==> src/rtl/gpu_line_fetch.sv <==
// Scanline fetcher: pulls one planar RGB framebuffer row per refill into a
// back buffer and presents the previously fetched row on hline_r/g/b.
module gpu_line_fetch #(
    parameter int LINE_PX    = 320,
    parameter int V_LINES    = 480,
    parameter int LINE_SHIFT = 1,
    parameter int ADDR_W     = 22
) (
    input  logic              clk,
    input  logic              resetn,
    input  logic [ADDR_W-1:0] fb_base,
    input  logic              refill,
    input  logic [9:0]        line,
    output logic              mem_valid,
    output logic [ADDR_W-1:0] mem_addr,
    input  logic              mem_ready,
    input  logic [31:0]       mem_rdata,
    output logic [LINE_PX-1:0] hline_r,
    output logic [LINE_PX-1:0] hline_g,
    output logic [LINE_PX-1:0] hline_b,
    output logic              busy,
    output logic              overrun
);

    localparam int WPL         = LINE_PX / 32;
    localparam int PLANE_WORDS = WPL * (V_LINES >> LINE_SHIFT);
    localparam int WW          = (WPL > 1) ? $clog2(WPL) : 1;

    typedef enum logic {
        IDLE  = 1'b0,
        FETCH = 1'b1
    } state_t;

    state_t       state, nxt_state;
    logic [1:0]   plane, nxt_plane;
    logic [WW-1:0] word, nxt_word;
    logic [9:0]   row, nxt_row;

    logic [LINE_PX-1:0] back_r, back_g, back_b;

    logic [10:0] nxt_line;
    logic [9:0]  refill_row;
    logic        accept;
    logic        last_word;
    logic        done;

    assign nxt_line   = {1'b0, line} + 11'd1;
    assign refill_row = (nxt_line >= 11'(V_LINES)) ? 10'd0
                      : 10'(nxt_line[9:0] >> LINE_SHIFT);
    assign accept     = (state == FETCH) && mem_ready;
    assign last_word  = (word == WW'(WPL - 1));
    assign done       = accept && (plane == 2'd2) && last_word;

    // State and fetch counters
    always_ff @(posedge clk) begin
        if (!resetn) begin
            state <= IDLE;
            plane <= 2'd0;
            word  <= '0;
            row   <= 10'd0;
        end else begin
            state <= nxt_state;
            plane <= nxt_plane;
            word  <= nxt_word;
            row   <= nxt_row;
        end
    end

    // Next state: refill restarts the fetch, otherwise walk words then planes
    always_comb begin
        nxt_state = state;
        nxt_plane = plane;
        nxt_word  = word;
        nxt_row   = row;
        if (refill) begin
            nxt_state = FETCH;
            nxt_plane = 2'd0;
            nxt_word  = '0;
            nxt_row   = refill_row;
        end else if (accept) begin
            if (done) begin
                nxt_state = IDLE;
                nxt_plane = 2'd0;
                nxt_word  = '0;
            end else if (last_word) begin
                nxt_word  = '0;
                nxt_plane = plane + 2'd1;
            end else begin
                nxt_word  = word + WW'(1);
            end
        end
    end

    // Request strobe follows the registered state bit
    always_comb begin
        mem_valid = (state == FETCH);
        busy      = (state == FETCH);
    end

    // Address only moves on restart or accept, so it holds through stalls
    always_ff @(posedge clk) begin
        if (!resetn) begin
            mem_addr <= '0;
        end else if (refill || accept) begin
            mem_addr <= fb_base
                      + ADDR_W'(nxt_plane) * ADDR_W'(PLANE_WORDS)
                      + ADDR_W'(nxt_row) * ADDR_W'(WPL)
                      + ADDR_W'(nxt_word);
        end
    end

    // Back buffer fill from accepted read data
    always_ff @(posedge clk) begin
        if (!resetn) begin
            back_r <= '0;
            back_g <= '0;
            back_b <= '0;
        end else if (accept) begin
            case (plane)
                2'd0:    back_r[{word, 5'd0} +: 32] <= mem_rdata;
                2'd1:    back_g[{word, 5'd0} +: 32] <= mem_rdata;
                default: back_b[{word, 5'd0} +: 32] <= mem_rdata;
            endcase
        end
    end

    // Front buffer swap on refill; overrun latches a restart of a live fetch
    always_ff @(posedge clk) begin
        if (!resetn) begin
            hline_r <= '0;
            hline_g <= '0;
            hline_b <= '0;
            overrun <= 1'b0;
        end else if (refill) begin
            hline_r <= back_r;
            hline_g <= back_g;
            hline_b <= back_b;
            if (state == FETCH) begin
                overrun <= 1'b1;
            end
        end
    end

endmodule

==> config.mk <==
export PLATFORM = sky130hd
export DESIGN_NAME = gpu_line_fetch
export DESIGN_NICKNAME = d
export VERILOG_FILES = /design/src/rtl/gpu_line_fetch.sv
export SDC_FILE = /design/constraint.sdc
export NUM_CORES = 2
export LEC_CHECK = 0
export ABC_AREA = 0
export ABC_CLOCK_PERIOD_IN_PS = 7900
export BUFFER_PORTS_ARGS = -buffer_cell sky130_fd_sc_hd__buf_2
export CORE_ASPECT_RATIO = 0.7
export CORE_MARGIN = 3
export CORE_UTILIZATION = 44
export CTS_CLUSTER_DIAMETER = 40
export DETAILED_ROUTE_END_ITERATION = 10
export GPL_TIMING_DRIVEN = 0
export PLACE_DENSITY = 0.62
export SLEW_MARGIN = 20
export SYNTH_ARGS = -nofsm -noshare
export SYNTH_HDL_FRONTEND = slang
export SYNTH_SLANG_ARGS = --single-unit
==> constraint.sdc <==
create_clock -name clk -period 7.9 [get_ports clk]
set_input_delay 0.395 -clock clk [delete_from_list [all_inputs] [get_ports clk]]
set_output_delay 0.395 -clock clk [all_outputs]
set_load 0.03 [all_outputs]
* Yosys cells after proc, flatten, opt, wreduce, memory -nomap -nowiden
Index checks and enable logic that the tools add are counted.
** Storage, ports and cells
- Register bits after elaboration :: 1960
- Output and inout bits :: 985
- Word-level logic and storage cells :: 57
** Operators by class
- Add/sub/neg operators :: 7
- Multiply operators :: 2
- Magnitude comparators :: 1
- Equal/unequal tests :: 3
- Shift operators :: 2
- Mux-type cells :: 16
- Bitwise operators :: 1
- Reductions and logical operators :: 13
** Operator list (count)
- bitwise mux 320 bit :: 3
- variable shift 32 x 11 -> 320 bit (first input constant) :: 1
- indexed part select 32 x 11 -> 320 bit :: 1
- adder 22 x 14 -> 22 bit :: 2
- adder 22 x 4 -> 22 bit :: 1
- 2-to-1 mux 4 bit :: 4
- multiplier 10 x 3 -> 13 bit (second input constant) :: 1
- adder 10 x 1 -> 11 bit (second input constant) :: 1
- >= comparator 11 x 9 -> 1 bit (second input constant) :: 1
- negator 9 -> 11 bit :: 1
- 2-to-1 mux 10 bit :: 1
- AND reduction 2 bit :: 5
- multiplier 2 x 7 -> 9 bit (second input constant) :: 1
- 2-to-1 mux 9 bit :: 1
- 2-to-1 mux 2 bit :: 4
- adder 4 x 1 -> 4 bit (second input constant) :: 1
- == test 4 bit (second input constant) :: 1
- nonzero test 2 bit :: 2
- logical AND 1 bit :: 3
- 2-to-1 mux 1 bit :: 3
- adder 2 x 1 -> 2 bit (second input constant) :: 1
- == test 2 x 1 -> 1 bit (second input constant) :: 1
- == test 2 bit (second input constant) :: 1
- zero test 2 bit :: 1
- other kinds (3) :: 3

* Depth between registers and ports, before layout
- Depth after elaboration :: 10
- Mapped depth :: 23

* Worst setup path after synthesis
No wires, ideal clock.
- Path type :: input -> register
- Start :: input port line[0]
- End :: register mem_addr[21]
- Library setup time :: 0.074 ns
- Arrival time :: 5.657 ns
- Required time :: 7.826 ns
- Setup slack :: 2.169 ns
- Stages on the path :: 22
- Buffers on the path :: 0
- Path through :: ha_1 and2_1 and2_1 a21oi_1 a2111oi_4 o41ai_1 ha_1 ha_1 fa_1 a21o_1 a21oi_1 o21ai_0 o41ai_1 xnor2_1 fa_1 ha_1 a21o_1 a21o_1 a21o_1 a211oi_1 o21ai_0 a31oi_1
** On the way
- Longest elaborated chain between the ends :: 7
** Ends and longest elaborated chain
- start, declared :: line 13 : input logic [9:0] line,
- adder 10 x 1 -> 11 bit (*) :: line 47 : assign nxt_line = {1'b0, line} + 11'd1;
- >= comparator 11 x 9 -> 1 bit :: line 48 : assign refill_row = (nxt_line >= 11'(V_LINES)) ? 10'd0
- 2-to-1 mux 9 bit (*) :: line 48
- 2-to-1 mux 10 bit (*) :: line 75 : if (refill) begin
- named net nxt_row[3] :: line 37 : logic [9:0] row, nxt_row;
- multiplier 10 x 3 -> 13 bit (*) :: line 107 : + ADDR_W'(nxt_row) * ADDR_W'(WPL)
- adder 22 x 14 -> 22 bit (*) :: line 107
- adder 22 x 4 -> 22 bit (*) :: line 108 : + ADDR_W'(nxt_word);
- end signal, assigned :: line 105 : mem_addr <= fb_base
- end, declared :: line 15 : output logic [ADDR_W-1:0] mem_addr,
Mark *: on every way through the listed nets, which the timed path passes. The rest lies on a longest branch.
A chain may end at the register's enable or synchronous reset.

* Final worst setup path
- Start :: input port line[3]
- End :: register mem_addr[17]
Same word-level chain as after synthesis.

==> results.yml <==
timing:
  clock.fmax_mhz: 139.8
  hold_viol: 0
  relSlewSlack: 0.1564
  maxSlewViolCount: 0
  setup_viol: 0
  min_period_over_period: 0.9057
  fin_tns_setup_ps: 0
  finalWorstPathRequiredPeriod_ps: 7155
  rsz0062_at_grt: "no"
  fin_skew_ps: 35.07
  worstMarginPinSlew_ps: 1265
global_route:
  grt_util_met3: 0.07916
  top_usage_layer: "met2"
  grt_pass1_wl_um: 415900
  antenna_found_initial: 30
  grt_pass1_vias: 56940
  globalRouteMet1Util: 0.4548
  use_met2: 0.5405
  gr-total-overflow: 0
  grt_max_degree: 17
  track_usage: 0.3472
route:
  drt_first_iter_violations: 6093
  ant_nets: 0
  drc: 0
  drtPass1Iterations: 6
  vias: 62350
  wl_per_cell_um: 26.14
  drt-total-wl_um: 301300
  routed_via_density: 5.408
die:
  initial_core_util: 0.4461
  die_area_sq_um: 166200
  die_width_um: 486.0
  rows: 122
  coreArea_sq_um: 159100
  ios: 1053
  die_h_um: 342.0
yosys:
  synth-edff-count: 0
  yosysMostFrequentCell: "dfxtp_1"
  ys_seq_area_frac: 0.5529
  ys_types: 55
  synth_area_leaders: "dfxtp_1 55%, mux2i_1 14%, nand2_1 9.6%"
  yosys-top-cells-count: "1960 x dfxtp_1, 1808 x nand2_1, 1001 x nor2_1"
  synth_top_area_share: 0.5529
  synth_cells: 7973
  yosysWarningCount: 0
  netlist_area_sq_um: 70960
  synthArstFlopShare: 0
  synth_top_flop_cell: "dfxtp_1"
  syn_avg_cell_area_sq_um: 8.900
  yosys.area.top_type: "dfxtp_1"
  synth_seq_cells: 1960
  syn_nets: 8098
clock_tree:
  clock-sinks: 1960
  clock-root-buffer: "clkbuf_16"
  clkLatencyLatePin_ps: 850
  h-tree-depth: 4
  cts_setup_buffers: 0
  cts_buffer_depth: 3
  cts_tree: "built"
  numCtsBuffers: 205
  path_clk_slew_ps: 60
cells_and_area:
  finalInstanceArea_sq_um: 86630
  drive_above_1_share: 0.1749
  nets: 9359
  syn2layout_area_growth_pct: 22.08
  finalNonFillerCells: 11530
  postLayoutCoreUtil: 0.5447
power:
  internal-power_mw: 16.10
  seq_power_share: 0.468
  switching_share: 0.2414
  ir_drop_uv: 212.7
  powerDensity_nw_per_um2: 245.0
  p_total_mw: 21.22
  p_leak_nw: 37.13
  power.switching_mw: 5.123
  pwr-share-clk: 0.483
  p_comb_frac: 0.049
place:
  gp_congestion: 0.9289
  place_area_sq_um: 79170
  dpl.cell_count: 11120
  numPortBuffers: 1019
  place.detailed.hpwl_um: 221100
worst_setup_path:
  crit_fanout: 8
  cp.required_ps: 8670
  start_kind: "input pin"
  cp-end-kind: "flip-flop"
  critPathArrivalTime_ps: 7920
  crit_type: "input pin to flip-flop"
run:
  max_cap_viol_count: 0
worst_hold_path:
  hp-class: "input pin to flip-flop"
run_status:
  outcome: "finished, final reports clean"
-- layout make-up --
class	count	area, sq um
well taps	2108	2638
flip-flops and latches	1960	39240
plain buffers	692	2932
multi-input cells	5288	28790
clock inverters	105	1328
inverters	33	123.9
diodes	13	32.53
clock buffers	276	5897
fillers	14650	72420
repair buffers	1054	5652
-- sequential cells by signal, summed over array words and instances (netlist names) --
signal and count:
back_b 320, back_g 320, back_r 320, hline_b 320, hline_g 320, hline_r 320, mem_addr 22, row 10
word 4, plane 2, busy 1, overrun 1
-- metrics by stage --
step	hold slack [ps]	worst slack (ps)
floorplan	436.0	2169
global placement	440.6	801.4
detailed placement	445.2	736.1
CTS	2.955	577.9
global route	49.69	333.6
finish	50.07	744.6
-- cells in the final DEF, fill, tap and decap left out, types with 9 or more instances in the layout --
| master | count |
|---|---|
| mux2i_1 | 960 |
| a21oi_1 | 994 |
| diode_2 | 13 |
| clkbuf_16 | 213 |
| bufinv_16 | 19 |
| fa_1 | 13 |
| a31oi_1 | 9 |
| buf_1 | 23 |
| nand2_1 | 1808 |
| clkinvlp_4 | 19 |
| clkinv_2 | 27 |
| inv_1 | 32 |
| clkinv_4 | 13 |
| ha_1 | 44 |
| buf_2 | 1165 |
| dlygate4sd3_1 | 20 |
| clkbuf_1 | 452 |
| and3_1 | 41 |
| buf_4 | 10 |
| and2_1 | 59 |
| xor2_1 | 10 |
| inv_6 | 11 |
| nand3_1 | 212 |
| o21ai_0 | 26 |
| nor2_1 | 1001 |
| a21o_1 | 11 |
| xnor2_1 | 12 |
| dfxtp_1 | 1960 |
| clkbuf_2 | 91 |
| clkbuf_8 | 33 |
-- cell families after synthesis --
logic type,synth area share
adder cells (fa/ha/maj),0.01143
flip-flops,0.5529
AO/OA/AOI/OAI,0.07809
AND/OR/NAND/NOR,0.1777
multiplexers,0.1357
buffers and inverters,0.04144
XOR/XNOR,0.002715
-- power by group through the flow --
stage / clock, mW / combinational [mW] / sequential (mW)
after floorplan: 0 / 0.530 / 10.2
after global placement: 0 / 0.990 / 10.1
after detailed placement: 0 / 1.02 / 10.1
after CTS: 10.3 / 1.03 / 9.93
after global routing: 10.7 / 1.09 / 9.92
final: 10.3 / 1.05 / 9.93
-- worst max-delay path, stage by stage --
cell and delay [ps]:
buf_2 130, nand3_1 100, nor4_1 430, mux2_2 450, o41ai_1 590, ha_1 340, ha_1 230, fa_1 410
a21o_1 180, a21oi_1 230, o21ai_0 190, o41ai_1 350, xnor2_1 200, fa_1 460, ha_1 390, a21o_1 220
a21o_1 170, a21o_1 170, a211oi_1 770, o21ai_0 130, dlygate4sd3_1 610, a31oi_1 190, dlygate4sd3_1 570
-- layer usage --
metal  up-vias  share of wire
li1      28720              -
met1     30440           0.42
met2      2638           0.44
met3       540          0.085
met4         6          0.055
met5         -        0.00014
-- worst paths after layout --
kind,start,to,slack (ps),cells after the start
max,line[3],mem_addr[17],740,23
min,fb_base[0],mem_addr[0],50,4
max reg2reg,word[0],mem_addr[17],960,19
min reg2reg,back_r[189],back_r[189],450,2
-- timing repair --
item                                   CTS  global route
endpoints found under the hold margin   23             0
resized for setup                        0             0
hold buffers                            20             0
(Power assumes the default switching activity.)
